--- src/rtl/mem_port_arbiter.sv ---
// Two-requester round-robin arbiter for the shared external memory port.
// Requester 0 is the icache refill path (read only). Requester 1 is the
// dcache path (block read or single-word write). One whole transaction is
// granted at a time. Memory requests are sequenced, refill beats are counted
// and read data is routed back to the owner.
// Ports:
//   clk, reset            clock, asynchronous active-high reset
//   R0_*                  icache side: REQ/ADDR in; GNT/RVALID/RDATA/BEAT/DONE out
//   R1_*                  dcache side: REQ/WE/ADDR/WDATA in; same outputs as R0
//   MEM_*                 memory side: READ_REQ/WRITE_REQ/ADDRESS/WRITEDATA out;
//                         BUSYWAIT/READDATA/READDATA_VALID in
module mem_port_arbiter #(
    parameter int ADDR_WIDTH = 32,
    parameter int DATA_WIDTH = 32,
    parameter int BEATS      = 4,
    localparam int BW        = $clog2(BEATS)
) (
    input  logic                  clk,
    input  logic                  reset,
    input  logic                  R0_REQ,
    input  logic [ADDR_WIDTH-1:0] R0_ADDR,
    output logic                  R0_GNT,
    output logic                  R0_RVALID,
    output logic [DATA_WIDTH-1:0] R0_RDATA,
    output logic [BW-1:0]         R0_BEAT,
    output logic                  R0_DONE,
    input  logic                  R1_REQ,
    input  logic                  R1_WE,
    input  logic [ADDR_WIDTH-1:0] R1_ADDR,
    input  logic [DATA_WIDTH-1:0] R1_WDATA,
    output logic                  R1_GNT,
    output logic                  R1_RVALID,
    output logic [DATA_WIDTH-1:0] R1_RDATA,
    output logic [BW-1:0]         R1_BEAT,
    output logic                  R1_DONE,
    output logic                  MEM_READ_REQ,
    output logic                  MEM_WRITE_REQ,
    output logic [ADDR_WIDTH-1:0] MEM_ADDRESS,
    output logic [DATA_WIDTH-1:0] MEM_WRITEDATA,
    input  logic                  MEM_BUSYWAIT,
    input  logic [DATA_WIDTH-1:0] MEM_READDATA,
    input  logic                  MEM_READDATA_VALID
);

    typedef enum logic [1:0] {
        IDLE  = 2'd0,
        ISSUE = 2'd1,
        RDATA = 2'd2,
        DONE  = 2'd3
    } state_t;

    localparam logic [BW-1:0] LAST_BEAT = BW'(BEATS - 1);
    // Block reads are aligned to a BEATS-word boundary.
    localparam logic [ADDR_WIDTH-1:0] BLK_MASK = ~ADDR_WIDTH'(BEATS - 1);

    state_t                  state;
    state_t                  state_n;
    logic                    owner;
    logic                    last_grant;
    logic [BW-1:0]           beat_cnt;
    logic [ADDR_WIDTH-1:0]   addr_q;
    logic [DATA_WIDTH-1:0]   wdata_q;
    logic                    we_q;
    logic                    take;
    logic                    sel;
    logic                    accept;
    logic                    beat_in;
    logic                    busy_own;
    logic                    rd_phase;

    always_ff @(posedge clk or posedge reset) begin
        if (reset) begin
            state      <= IDLE;
            owner      <= 1'b0;
            last_grant <= 1'b1;
            beat_cnt   <= '0;
            addr_q     <= '0;
            wdata_q    <= '0;
            we_q       <= 1'b0;
        end else begin
            state <= state_n;
            if (take) begin
                owner   <= sel;
                addr_q  <= sel ? R1_ADDR : R0_ADDR;
                wdata_q <= sel ? R1_WDATA : '0;
                we_q    <= sel & R1_WE;
            end
            if (accept) begin
                beat_cnt <= '0;
            end else if (beat_in) begin
                // Power-of-two BEATS: the last beat wraps the counter to 0.
                beat_cnt <= beat_cnt + 1'b1;
            end
            if (state == DONE) begin
                last_grant <= owner;
            end
        end
    end

    always_comb begin
        state_n = state;
        take    = 1'b0;
        accept  = 1'b0;
        beat_in = 1'b0;
        // A lone requester wins; on a tie the one not served last wins.
        sel     = (R0_REQ && R1_REQ) ? ~last_grant : R1_REQ;
        unique case (state)
            IDLE: begin
                if (R0_REQ || R1_REQ) begin
                    take    = 1'b1;
                    state_n = ISSUE;
                end
            end
            ISSUE: begin
                if (!MEM_BUSYWAIT) begin
                    accept  = 1'b1;
                    state_n = we_q ? DONE : RDATA;
                end
            end
            RDATA: begin
                if (MEM_READDATA_VALID) begin
                    beat_in = 1'b1;
                    if (beat_cnt == LAST_BEAT) begin
                        state_n = DONE;
                    end
                end
            end
            DONE: begin
                state_n = IDLE;
            end
            default: begin
                state_n = IDLE;
            end
        endcase
    end

    assign busy_own = (state != IDLE);
    assign rd_phase = (state == RDATA);

    assign R0_GNT    = busy_own & ~owner;
    assign R1_GNT    = busy_own & owner;
    assign R0_DONE   = (state == DONE) & ~owner;
    assign R1_DONE   = (state == DONE) & owner;
    assign R0_RVALID = rd_phase & ~owner & MEM_READDATA_VALID;
    assign R1_RVALID = rd_phase & owner & MEM_READDATA_VALID;
    assign R0_RDATA  = R0_RVALID ? MEM_READDATA : '0;
    assign R1_RDATA  = R1_RVALID ? MEM_READDATA : '0;
    assign R0_BEAT   = (rd_phase & ~owner) ? beat_cnt : '0;
    assign R1_BEAT   = (rd_phase & owner) ? beat_cnt : '0;

    assign MEM_READ_REQ  = (state == ISSUE) & ~we_q;
    assign MEM_WRITE_REQ = (state == ISSUE) & we_q;
    assign MEM_ADDRESS   = (state != ISSUE) ? '0 :
                           we_q ? addr_q : (addr_q & BLK_MASK);
    assign MEM_WRITEDATA = MEM_WRITE_REQ ? wdata_q : '0;

endmodule

--- config.mk ---
export PLATFORM = sky130hd
export DESIGN_NAME = mem_port_arbiter
export DESIGN_NICKNAME = d
export VERILOG_FILES = /design/src/rtl/mem_port_arbiter.sv
export SDC_FILE = /design/constraint.sdc
export NUM_CORES = 1
export LEC_CHECK = 0
export BUFFER_PORTS_ARGS = -buffer_cell sky130_fd_sc_hd__clkbuf_2
export CAP_MARGIN = 20
export CORE_MARGIN = 5
export CORE_UTILIZATION = 38
export CTS_CLUSTER_SIZE = 28
export DETAILED_ROUTE_END_ITERATION = 6
export MAX_ROUTING_LAYER = met4
export PLACE_DENSITY = 0.75
export REMOVE_ABC_BUFFERS = 1
export SLEW_MARGIN = 10
export SYNTH_ARGS = -nofsm -noshare
export SYNTH_HDL_FRONTEND = slang
export SYNTH_SLANG_ARGS = --single-unit
--- constraint.sdc ---
create_clock -name clk -period 2.2 [get_ports clk]
set_input_delay 0.44 -clock clk [delete_from_list [all_inputs] [get_ports clk]]
set_output_delay 0.44 -clock clk [all_outputs]
set_load 0.01 [all_outputs]
==> out/metrics.csv, run 1 <==
metric,value,unit
floorplan die area,0.01263,mm²
time the worst path needs with I/O delays and setup,2126,ps
Post-Syn Area per Cell,9.714,µm²
WP data required,1760,ps
series of cell instances along the critical path,"inv_2, ha_4, nor2b_4, buf_8, and2_1, clkbuf_2",
TritonCTS clock tree,built,
number of warning messages in the yosys log,0,
global-route wire length before repair,21.00,mm
number of H-tree levels,3,
slew at the pin closest to its max-slew limit,396.8,ps
Antenna Violating Nets Remaining,0,
TritonCTS sink count,71,
share of the cycle needed by the critical path after routing,96.65,%
Routability Congestion,1.046,
share of async-settable or async-resettable flops after synthesis,100.0,%
final hold violation count,0,
synthesized instance count,410,
top post-synthesis cells by count,"sky130_fd_sc_hd__dfrtp_1 (70), sky130_fd_sc_hd__and3_1 (69), sky130_fd_sc_hd__and2_1 (66), sky130_fd_sc_hd__nand2_1 (36), sky130_fd_sc_hd__a22o_1 (33)",
crit-path leading delay family,flip-flops,
number of vias per cell,5.015,
unrepaired setup endpoints after global routing,true,
part of the Yosys area used for sequential elements,44.64,%
pin count of the biggest net entering global routing,99,
layer carrying the most global-route usage,met2,
met2 usage,35.84,%
worst-case headroom to the max-slew limit,73.54,%
Critical-path top delay cell,sky130_fd_sc_hd__dfrtp_2,
synthesized flop and latch total,71,
instance count after placement with tap cells included,790,
type of destination of the critical path,primary output,
met3 layer usage reported by global route,4.474,%
port buffer count,274,
ratio of cells with drive above 1 in the final layout,46.74,%
maximum capacitance violations,0,
Post-synth EDFFs,0,
flip-flop cell with the highest count after synthesis,sky130_fd_sc_hd__dfrtp_1,
cell depth of the worst flop-to-flop path,5,
top post-synthesis cells by area,"sky130_fd_sc_hd__dfrtp_1 (44%), sky130_fd_sc_hd__and3_1 (11%), sky130_fd_sc_hd__and2_1 (10%), sky130_fd_sc_hd__mux2i_1 (8.0%), sky130_fd_sc_hd__a22o_1 (7.3%)",
FMAX,0.4703,GHz
number of design rule violations left after detail routing,0,
cell type with the largest total area after synthesis,sky130_fd_sc_hd__dfrtp_1,
PD cells,1080,mW/mm²
first drt pass iteration count,6,
maximum clock path buffer count,2,
Cell variety after synth,28,
type of the tightest min-delay check,input pin to async pin,
number of clock buffers inserted by TritonCTS,9,
routed length per placed instance,16.71,µm
fraction of post-synthesis cell area in the top cell type by area,43.98,%
met1 demand-to-capacity share in global routing,24.51,%
cell with the most instances after synthesis,sky130_fd_sc_hd__dfrtp_1,
status,"finished, final reports clean",
global-route usage over all layers,21.08,%
antenna violations before repair,0,
largest voltage drop on the vdd net,652.5,µV
Ports,275,
Pins Over Slew Limit,0,
initial cell density of the core,38.75,%
placeable core area,0.01028,mm²
CP Depth,6,
Clock Root Buffer,sky130_fd_sc_hd__clkbuf_8,
area growth from synthesis to layout,44.45,%
Layout Skew,5.456,ps
classification of the worst setup path,flip-flop to primary output,
Setup Viol. Count Final,0,
Die Width,112.4,µm
cell area after technology mapping,0.003983,mm²
# diodes,0,
Layout Cells excl Fill,810,
Worst Path Arrival,1690,ps
Static Leak,3.454,nW
vias after detailed routing,4062,
largest driver fanout on the critical path,18,
Clock Latency Late Sink,340,ps
count of buffering cells on the critical path with inverters included,3,
utilization after layout,55.98,%
clock slew seen by the registers of the worst setup and hold paths,70,ps
Cell Rows,37,
"Net count, final",809,
Total Routed Length,13.54,mm
vertical die dimension,112.4,µm
crit path launch type,flip-flop,
violation count after the first detailed-route iteration,212,
GRT overflow,0,
via count of the first global-routing pass,4229,
delay contributed by the slowest stage of the critical path,420,ps
HPWL reported at the end of detailed placement,10.35,mm
## kinds of logic (layout without fill, tap and decap cells)
group | after synthesis | count (layout) | share of synthesized area [%]
xor+xnor | 1 | 1 | 0.2200
fa+ha+maj | 5 | 5 | 1.571
simple gates | 181 | 181 | 26.01
mux | 34 | 34 | 8.608
flops | 71 | 71 | 44.64
compound gates | 73 | 73 | 13.04
buf+inv | 45 | 309 | 5.906
## path summary, 6_finish.rpt
| check | startpoint | end | slack (ps) |
|---|---|---|---|
| hold / removal | reset | beat_cnt[1]$_DFFE_PP0P_ | 140 |
| max in group asynchronous | reset | addr_q[10]$_DFFE_PP0P_ | 1740 |
| setup reg to reg | state[1]$_DFFE_PP0P_ | state[1]$_DFFE_PP0P_ | 490 |
| hold reg to reg | addr_q[25]$_DFFE_PP0P_ | addr_q[25]$_DFFE_PP0P_ | 470 |
| setup / recovery | state[0]$_DFFE_PP0P_ | R0_BEAT[1] | 70 |
| min in group clk | R1_WDATA[19] | wdata_q[19]$_DFFE_PP0P_ | 300 |
## final cells by class
| class | instances | area (µm²) |
|---|---|---|
| Fill cell | 977 | 4524 |
| Tap cell | 136 | 170.2 |
| Timing Repair Buffer | 288 | 1558 |
| Clock inverter | 4 | 70.07 |
| Multi-Input combinational cell | 294 | 2022 |
| Clock buffer | 12 | 135.1 |
| Sequential cell | 71 | 1779 |
| Inverter | 5 | 18.77 |
## cell usage in the layout, fill, tap and decap left out, drive strengths merged, types with 2 or more instances in the layout
cell	Yosys	layout
dfrtp	70	70
and3	69	69
nor2b	5	5
clkbuf	28	281
clkinv	0	2
mux2i	32	32
nand2	36	36
a22o	33	33
o21ai	33	33
bufinv	0	2
inv	5	5
nor2	3	3
buf	12	19
mux2	2	2
ha	5	5
and2	67	67
## timing repair
action | CTS | global route
gates cloned | 1 | 0
hold buffers | 0 | 0
endpoints found under the setup margin | 121 | 116
buffers inserted | 1 | 2
gates resized for setup | 12 | 8
## tightest hold or removal path: cells and delay by family
kind,cells,cell delay [ps]
buffers and inverters,3,460
## per-layer routing
layer	routed length [µm]	part of all wire, %
met1	5433	40
met2	6731	50
met3	1048	7.7
met4	323	2.4
met5	0	0
## metrics by stage
| stage | power, mW | TNS (ps) | worst slack [ps] | hold WS [ps] | area (µm²) |
|---|---|---|---|---|---|
| 2_1_floorplan | 3.773 | -31520 | -435.7 | 441.8 | 3766 |
| 3_3_place_gp | 4.877 | 0 | 259.1 | 454.4 | 5463 |
| 3_5_place_dp | 4.986 | 0 | 169.5 | 462.1 | 5463 |
| 4_1_cts | 6.228 | 0 | 3.594 | 161.0 | 5729 |
| 5_1_grt | 6.680 | -35.01 | -9.440 | 183.7 | 5753 |
| 6_report | 6.215 | 0 | 73.60 | 144.3 | 5753 |
## report_power, final
group | switching, mW | internal (mW)
Combinational | 1.57 | 1.34
Sequential | 0.320 | 1.88
Clock | 0.476 | 0.636
## sequential cells by signal, summed over array words and instances, names as in the netlist
register / cells
beat_cnt: 2
owner: 1
state: 2
addr_q: 32
we_q: 1
wdata_q: 32
last_grant: 1
Note: power is estimated with default switching activity, not from simulation.
==> run 2, diff against run 1 <==
- CORE_UTILIZATION: 38 -> 39
- CTS_BUF_LIST: default -> sky130_fd_sc_hd__clkbuf_2 sky130_fd_sc_hd__clkbuf_4 sky130_fd_sc_hd__clkbuf_8
- CTS_CLUSTER_DIAMETER: default -> 30
- PLACE_DENSITY: 0.75 -> 0.76
- SLEW_MARGIN: 10 -> default
==> run 2 against run 1 <==
Critical path depth stayed put. Via count down 0.49%. Combinational power shrank 2%. Core utilization is 2.3 points higher. Wire length increased by 0.47%. Sequential cell count did not move. Cell count is 0.25% lower. Critical path type unchanged. Largest cell class unchanged. Largest power group unchanged.
==> out/metrics.csv, run 2 (synthesis gave the netlist of run 1 again) <==
metric,value,unit
status,"finished, final reports clean",
Antenna Violating Nets Remaining,0,
ratio of cells with drive above 1 in the final layout,47.26,%
Clock Root Buffer,sky130_fd_sc_hd__clkbuf_8,
global-route usage over all layers,21.65,%
pin count of the biggest net entering global routing,72,
Routability Congestion,0.9022,
reg-to-reg critical path startpoint,state[1]$_DFFE_PP0P_,
number of design rule violations left after detail routing,0,
violation count after the first detailed-route iteration,348,
share of the cycle needed by the critical path after routing,96.40,%
Critical-path top delay cell,sky130_fd_sc_hd__dfrtp_1,
port buffer count,274,
WP data required,1760,ps
via count of the first global-routing pass,4136,
count of buffering cells on the critical path with inverters included,3,
floorplan die area,0.01233,mm²
type of the tightest min-delay check,input pin to async pin,
Static Leak,3.454,nW
worst-case headroom to the max-slew limit,52.87,%
cts-stage hold buffer count,0,
Worst Path Arrival,1680,ps
clock slew seen by the registers of the worst setup and hold paths,80,ps
Design Power,6.208,mW
number of clock buffers inserted by TritonCTS,9,
P_sw,2.368,mW
setup slack after placement,235.9,ps
maximum capacitance violations,0,
crit path launch type,flip-flop,
vertical die dimension,111.1,µm
unrepaired setup endpoints after global routing,false,
Ports,275,
Setup WS post-layout,79.22,ps
initial cell density of the core,40.37,%
Setup Viol. Count Final,0,
Total Routed Length,13.60,mm
largest driver fanout on the critical path,20,
vias after detailed routing,4042,
routed length per placed instance,16.83,µm
type of destination of the critical path,primary output,
proportion of power drawn by flip-flops and latches,35.3,%
CP endpoint,R1_RDATA[8],
Layout Skew,9.132,ps
Clock Latency Late Sink,340,ps
antenna violations before repair,0,
TritonCTS clock tree,built,
slew at the pin closest to its max-slew limit,704.2,ps
FMAX,0.4715,GHz
worst hold margin,143.6,ps
area growth from synthesis to layout,44.24,%
series of cell instances along the critical path,"inv_2, ha_4, and3_1, buf_6, and2_1, clkbuf_2",
Crit. Startpoint,state[0]$_DFFE_PP0P_,
largest voltage drop on the vdd net,561.0,µV
RR Endpoint,wdata_q[17]$_DFFE_PP0P_,
Cell Rows,36,
Die Width,111.1,µm
most common library cell in the layout ignoring fill and taps,sky130_fd_sc_hd__clkbuf_2,
"commonest non-fill, non-tap cells in the layout","sky130_fd_sc_hd__clkbuf_2 (274), sky130_fd_sc_hd__dfrtp_1 (69), sky130_fd_sc_hd__and3_1 (68)",
final hold violation count,0,
time the worst path needs with I/O delays and setup,2121,ps
combinational group share of total power,45.7,%
TritonCTS sink count,71,
GRT overflow,0,
PD cells,1081,mW/mm²
clock group share of total power,19.0,%
"Net count, final",810,
delay contributed by the slowest stage of the critical path,400,ps
Pins Over Slew Limit,0,
placeable core area,0.009864,mm²
global-route wire length before repair,21.38,mm
CP Depth,6,
classification of the worst setup path,flip-flop to primary output,
first drt pass iteration count,5,
HPWL reported at the end of detailed placement,10.41,mm
number of H-tree levels,3,
maximum clock path buffer count,2,
Internal,3.840,mW
cell depth of the worst flop-to-flop path,5,
sw frac,38.14,%
# diodes,0,
number of vias per cell,5.002,
r2r setup slk,440,ps
registers with the most flip-flops,"addr_q (32), wdata_q (32)",
Setup TNS,0,ps
crit-path leading delay family,buffers and inverters,
[run 2: layout make-up]
class	instances	area, µm²
Sequential cell	71	1779
Clock buffer	11	145.1
Multi-Input combinational cell	294	2012
Timing Repair Buffer	289	1541
Clock inverter	5	81.33
Inverter	5	18.77
Fill cell	880	4120
Tap cell	133	166.4
[run 2: worst register-to-register path, cell delays in order, from the launching register on]
cell and delay, ps:
sky130_fd_sc_hd__dfrtp_2 450, sky130_fd_sc_hd__inv_1 90, sky130_fd_sc_hd__ha_1 310, sky130_fd_sc_hd__o21ai_4 260
sky130_fd_sc_hd__buf_12 280, sky130_fd_sc_hd__a22o_1 260
[run 2: worst min path at each step]
stage / to / slack (ps) / start
floorplan: addr_q[10]$_DFFE_PP0P_ / 440 / addr_q[10]$_DFFE_PP0P_
global placement: addr_q[11]$_DFFE_PP0P_ / 450 / addr_q[11]$_DFFE_PP0P_
detailed placement: addr_q[13]$_DFFE_PP0P_ / 460 / addr_q[13]$_DFFE_PP0P_
CTS: wdata_q[1]$_DFFE_PP0P_ / 170 / reset
global route: addr_q[8]$_DFFE_PP0P_ / 170 / reset
finish: addr_q[2]$_DFFE_PP0P_ / 140 / reset
[run 2: metrics by stage]
| step | utilization, % | instance area, µm² | std cells |
|---|---|---|---|
| global route | 58.23 | 5744 | 808 |
| detailed placement | 55.44 | 5469 | 790 |
| CTS | 57.94 | 5715 | 807 |
| finish | 58.23 | 5744 | 808 |
| floorplan | - | 3766 | 370 |
| global placement | 55.44 | 5469 | 790 |
[run 2: what timing repair did]
| action | CTS | global route |
|---|---|---|
| endpoints found under the hold margin | 0 | 0 |
| gates cloned | 0 | 1 |
| setup buffers | 1 | 0 |
| setup endpoints to repair | 67 | 66 |
| gates resized for setup | 4 | 7 |
[run 2: power groups by stage]
stage / sequential, mW / combinational [mW] / clock, mW
after CTS: 2.18 / 2.82 / 1.22
after global placement: 2.18 / 2.71 / 0
after global routing: 2.26 / 3.14 / 1.29
after floorplan: 2.13 / 1.65 / 0
final: 2.19 / 2.84 / 1.18
after detailed placement: 2.19 / 2.79 / 0
[run 2: routing by layer]
metal  GRT usage, %  part of all wire (%)  vias to the layer above
met4          5.272                   1.4                        0
met5              -                     0                        -
met3          5.677                   8.2                       18
met2          37.18                    51                      201
met1          25.48                    39                     1889
li1               -                     -                     1934
